--- src/rtl/id_ex_stage.sv ---
// ID/EX boundary: write-back bypass onto register file read data, load-use hazard
// detection, interrupt-entry sequencing and the ID/EX pipeline register.
module id_ex_stage #(
    parameter int CTRL_W = 16,
    parameter int CNT_W  = 16
) (
    input  logic              clk,
    input  logic              rst,
    input  logic              id_valid,
    input  logic [31:0]       id_pc,
    input  logic [4:0]        id_rs,
    input  logic [4:0]        id_rt,
    input  logic              id_use_rs,
    input  logic              id_use_rt,
    input  logic [4:0]        id_w,
    input  logic              id_reg_write,
    input  logic              id_mem_read,
    input  logic [31:0]       id_rdata1,
    input  logic [31:0]       id_rdata2,
    input  logic [31:0]       id_imm,
    input  logic [CTRL_W-1:0] id_ctrl,
    input  logic              wb_reg_write,
    input  logic [4:0]        wb_w,
    input  logic [31:0]       wb_wdata,
    input  logic              flush,
    input  logic              hold,
    input  logic              irq,
    output logic              stall_id,
    output logic              irq_write,
    output logic [31:0]       irq_pc,
    output logic              ex_valid,
    output logic              ex_reg_write,
    output logic              ex_mem_read,
    output logic [31:0]       ex_pc,
    output logic [31:0]       ex_a,
    output logic [31:0]       ex_b,
    output logic [31:0]       ex_imm,
    output logic [4:0]        ex_w,
    output logic [4:0]        ex_rs,
    output logic [4:0]        ex_rt,
    output logic [CTRL_W-1:0] ex_ctrl,
    output logic [CNT_W-1:0]  lu_stall_cnt
);

    logic [31:0] op_a;
    logic [31:0] op_b;
    logic        load_use;
    logic        irq_take;
    logic        load_en;
    logic        bubble;
    logic        cnt_inc;

    // Register file writes land on the clock edge, so a same-cycle WB write must be bypassed here.
    always_comb begin
        op_a = id_rdata1;
        if (id_rs == 5'd0)
            op_a = 32'd0;
        else if (wb_reg_write && (wb_w == id_rs))
            op_a = wb_wdata;
    end

    always_comb begin
        op_b = id_rdata2;
        if (id_rt == 5'd0)
            op_b = 32'd0;
        else if (wb_reg_write && (wb_w == id_rt))
            op_b = wb_wdata;
    end

    assign load_use = id_valid & ex_valid & ex_mem_read & (ex_w != 5'd0) &
                      ((id_use_rs & (ex_w == id_rs)) | (id_use_rt & (ex_w == id_rt)));
    assign irq_take = irq & id_valid & ~flush & ~hold;

    assign irq_write = irq_take;
    assign irq_pc    = id_pc;
    assign stall_id  = hold | (load_use & ~irq_take & ~flush);

    // Flush overrides hold; otherwise hold freezes the register entirely.
    assign load_en = flush | ~hold;
    assign bubble  = flush | irq_take | load_use;
    assign cnt_inc = ~flush & ~hold & ~irq_take & load_use;

    always_ff @(posedge clk or negedge rst) begin
        if (!rst) begin
            ex_valid     <= 1'b0;
            ex_reg_write <= 1'b0;
            ex_mem_read  <= 1'b0;
            ex_pc        <= '0;
            ex_a         <= '0;
            ex_b         <= '0;
            ex_imm       <= '0;
            ex_w         <= '0;
            ex_rs        <= '0;
            ex_rt        <= '0;
            ex_ctrl      <= '0;
            lu_stall_cnt <= '0;
        end else begin
            if (load_en) begin
                if (bubble) begin
                    ex_valid     <= 1'b0;
                    ex_reg_write <= 1'b0;
                    ex_mem_read  <= 1'b0;
                    ex_pc        <= '0;
                    ex_a         <= '0;
                    ex_b         <= '0;
                    ex_imm       <= '0;
                    ex_w         <= '0;
                    ex_rs        <= '0;
                    ex_rt        <= '0;
                    ex_ctrl      <= '0;
                end else begin
                    ex_valid     <= id_valid;
                    ex_reg_write <= id_reg_write & id_valid;
                    ex_mem_read  <= id_mem_read & id_valid;
                    ex_pc        <= id_pc;
                    ex_a         <= op_a;
                    ex_b         <= op_b;
                    ex_imm       <= id_imm;
                    ex_w         <= id_w;
                    ex_rs        <= id_rs;
                    ex_rt        <= id_rt;
                    ex_ctrl      <= id_ctrl;
                end
            end
            if (cnt_inc && (lu_stall_cnt != {CNT_W{1'b1}}))
                lu_stall_cnt <= lu_stall_cnt + 1'b1;
        end
    end

endmodule

--- config.mk ---
export PLATFORM = sky130hd
export DESIGN_NAME = id_ex_stage
export DESIGN_NICKNAME = d
export VERILOG_FILES = /design/src/rtl/id_ex_stage.sv
export SDC_FILE = /design/constraint.sdc
export NUM_CORES = 1
export LEC_CHECK = 0
export BUFFER_PORTS_ARGS = -buffer_cell sky130_fd_sc_hd__buf_2
export CAP_MARGIN = 5
export CORE_AREA = 5 5 161 163
export DETAILED_ROUTE_END_ITERATION = 6
export DIE_AREA = 0 0 166 168
export HOLD_SLACK_MARGIN = 0.12
export SLEW_MARGIN = 30
export SYNTH_ARGS = -nofsm -noshare
export SYNTH_HDL_FRONTEND = slang
export SYNTH_SLANG_ARGS = --single-unit
--- constraint.sdc ---
create_clock -name clk -period 2.1 [get_ports clk]
set_input_delay 0.315 -clock clk [delete_from_list [all_inputs] [get_ports clk]]
set_output_delay 0.315 -clock clk [all_outputs]
set_load 0.05 [all_outputs]
==> impl_metrics.csv <==
group,metric,value,unit
outcome,status,"completed",
critical_path,arrival,1.76,ns
clock_tree,h-tree-depth,4,
synthesis,synth_top_family_by_area,"compound AO/OA/AOI/OAI gates",
power,powerDensity,765,nW/µm²
sta,slew_headroom,56.8,%
synthesis,syn_area,7680,µm²
clock_tree,cts_root_buf,"clkbuf_16",
critical_path,slowest_delay,0.46,ns
sta,hold_viol,0,
drt,drtPass1Iterations,5,
finish,area_growth,49.1,%
clock_tree,path_clk_slew,0.07,ns
sta,skew,0.0143,ns
drt,ant_nets,0,
drt,wl_per_cell,19.5,µm
sta,setup_ws,0.0286,ns
critical_path,critPathTopFamily,"flip-flops",
floorplan,die_w,166,µm
global_route,grt_pass1_wl,43.2,mm
critical_path,worst-setup-path-type,"flip-flop to primary output",
synthesis,synth_nets,854,
finish,fillers,2238,
critical_path,slowest_stage,"dfrtp_2",
synthesis,synth_compound_area_share,16.4,%
synthesis,synth-async-reset-ratio,100,%
placement,routabilityCongestion,0.908,
job,drv_cap,0,
sta,grt_setup_unrepaired,"yes",
floorplan,die_area,27900,µm²
synthesis,synth_adder_area_share,0.163,%
global_route,grtUsageMet2,33.1,%
clock_tree,clock_path_buffers,2,
global_route,antenna_found_initial,2,
sta,fmax,483,MHz
global_route,grt_pass1_vias,7254,
sta,setup_viol,0,
synthesis,muxShareOfSynthArea,8.83,%
critical_path,crit_path_end_kind,"primary output",
synthesis,synth.area.top_cells,"dfrtp_1 (58%), a22o_1 (11%), mux2i_1 (8.3%), o21ai_0 (3.8%), nand2_1 (3.7%)",
synthesis,yosysMostFrequentCell,"dfrtp_1",
sta,tightest_slew,0.649,ns
synthesis,syn_inst,646,
synthesis,synthXorXnorAreaFrac,3.77,%
global_route,busiest_layer,"met2",
min_path,holdCritPathClass,"input port to flip-flop",
finish,finalNonFillerCells,1439,
floorplan,rows,57,
drt,vias,6858,
placement,pre_cts_ws,0.0972,ns
synthesis,synth_top_area_share,58.0,%
clock_tree,cts_tree,"yes",
placement,port_buffers,418,
synthesis,synth_cell_type_count,37,
floorplan,floorplan.initialDensity,31.7,%
critical_path,crit_chain,"xnor2_1 > nand4_1 > o22ai_4 > a31o_2 > buf_6",
critical_path,worst_setup_path_start_kind,"flip-flop",
critical_path,required,1.78,ns
global_route,grt_util_all_layers,19.5,%
synthesis,yosys.area_share.simple,7.12,%
synthesis,synth_edf_count,0,
floorplan,die_h,168,µm
sta,final.min_clock_period,2.07,ns
power,leakage,0.00594,µW
synthesis,synth_commonest_cells,"dfrtp_1 (178), a22o_1 (96), nand2_1 (75)",
global_route,use_met1,24.4,%
synthesis,syn_area_per_cell,11.9,µm²
placement,dp.cells,1336,
finish,drive_above_1_share,45.9,%
power,irDropWorstVdd,0.433,mV
sta,period_share,98.6,%
synthesis,yosys_warnings,0,
finish,fin_nets,1309,
sta,final-max-slew-violation-count,0,
drt,via_per_inst,4.77,
global_route,grt_remaining_overflow,0,
synthesis,yosysSeqAreaShare,58.0,%
floorplan,placeableCoreArea,24200,µm²
drt,finalWirelength,28.1,mm
clock_tree,cts_buffers,17,
synthesis,synthFlopType,"dfrtp_1",
clock_tree,clock_latency,0.42,ns
global_route,grt_max_degree,108,
critical_path,path_buf_inv,1,
global_route,met3_usage,5.79,%
critical_path,critical_path_peak_fanout,5,
clock_tree,cts.sinks,178,
drt,drt_iter0_drc,362,
drt,drc,0,
floorplan,pin_count,419,
placement,hpwlAfterDp,20.8,mm
synthesis,ys_ff_latch,178,
synthesis,yosys.area.top_type,"dfrtp_1",
layout by cell type, fill, tap and decap left out, types with 2 or more instances in the layout:
cell           count
nand3_1           10
and3_2             2
nor2_1             7
inv_1              2
nand4_1            3
o21ai_1            5
buf_12            10
inv_6              3
or4_1              2
mux2i_1           64
inv_8              4
xnor2_2            2
dfrtp_2           13
clkinv_4           2
dfrtp_1          165
dlygate4sd3_1     66
mux2_2             2
o21ai_0           59
nor3_1             7
nor4_1             6
a32o_1             2
clkbuf_16         17
xnor2_1           14
buf_2            416
nand2_1           75
xor2_1            17
buf_4             16
o21ai_2            2
a22o_1            96
nand2_4            2
clkinv_8           4
layout make-up:
cell class	instances	area [µm²]	area share (%)
clock inverters	15	189	1.65
well taps	324	405	3.54
inverters	2	7.51	0.0656
diodes	1	2.50	0.0219
multi-input cells	392	2850	24.9
repair buffers	510	3090	27.0
flip-flops and latches	178	4470	39.1
clock buffers	17	425	3.72
repair_timing:
| action | CTS | global route |
|---|---|---|
| setup endpoints to repair | 1 | 3 |
| hold buffers | 65 | 1 |
| gates resized for setup | 3 | 3 |
| pin swaps | 4 | 1 |
| buffers inserted | 2 | 2 |
| endpoints found under the hold margin | 109 | 1 |
per-stage QoR:
stage	power, µW	util [%]	setup TNS (ns)	hold WS (ns)	instance area (µm²)
CTS	8870	47.1	0	0.120	11400
global placement	5430	41.8	0	0.313	10100
finish	8760	47.3	0	0.145	11400
floorplan	4790	-	-0.00867	0.0194	7710
detailed placement	5430	41.8	0	0.311	10100
global route	9150	47.3	-0.0362	0.122	11400
cell families (layout without fill, tap and decap cells):
group	count (synthesis)	count (layout)
other	0	1
AO/OA/AOI/OAI	170	170
XOR/XNOR	33	33
buffers and inverters	76	544
multiplexers	67	67
adder cells (fa/ha/maj)	1	1
AND/OR/NAND/NOR	121	121
flip-flops	178	178
flip-flops by register name, summed over array words and instances, names as in the netlist:
signal        count
ex_a             32
ex_b             32
ex_imm           32
ex_pc            32
ex_ctrl          16
lu_stall_cnt     16
ex_rs             5
ex_rt             5
ex_w              5
ex_mem_read       1
ex_reg_write      1
ex_valid          1
path summary, 6_finish.rpt:
| check | start | endpoint | slack (ns) | depth (start not counted) |
|---|---|---|---|---|
| max in group asynchronous | rst | ex_ctrl[3]$_DFFE_PN0P_ | 0.91 | 3 |
| min in group asynchronous | rst | ex_a[26]$_DFFE_PN0P_ | 0.43 | 2 |
| hold reg to reg | ex_b[19]$_DFFE_PN0P_ | ex_b[19]$_DFFE_PN0P_ | 0.48 | 2 |
| hold / removal | id_pc[31] | ex_pc[31]$_DFFE_PN0P_ | 0.14 | 2 |
| setup reg to reg | ex_w[3]$_DFFE_PN0P_ | lu_stall_cnt[14]$_DFFE_PN0P_ | 0.10 | 7 |
| setup / recovery | ex_w[3]$_DFFE_PN0P_ | stall_id | 0.03 | 5 |
worst reg2reg max path, cell delays in order, from the launching register on:
cell and delay, ns:
dfrtp_2 0.46, xnor2_1 0.17, nand4_1 0.17, o22ai_4 0.20, buf_4 0.17, nand2_4 0.06
nor4_1 0.29, mux2_2 0.36
where the power goes:
group / total, µW / internal (µW) / switching [µW]
Combinational: 1780 / 548 / 1230
Clock: 3300 / 1720 / 1580
Sequential: 3680 / 3590 / 95.4
Total: 8760 / 5860 / 2900
per-layer routing:
layer,up-vias,wire (µm),part of all wire (%)
met5,-,7,0.025
met4,2,502,1.8
met3,23,2080,7.4
met2,308,13700,49
met1,3321,11800,42
li1,3204,-,-
Note: power is estimated with default switching activity, not from simulation.
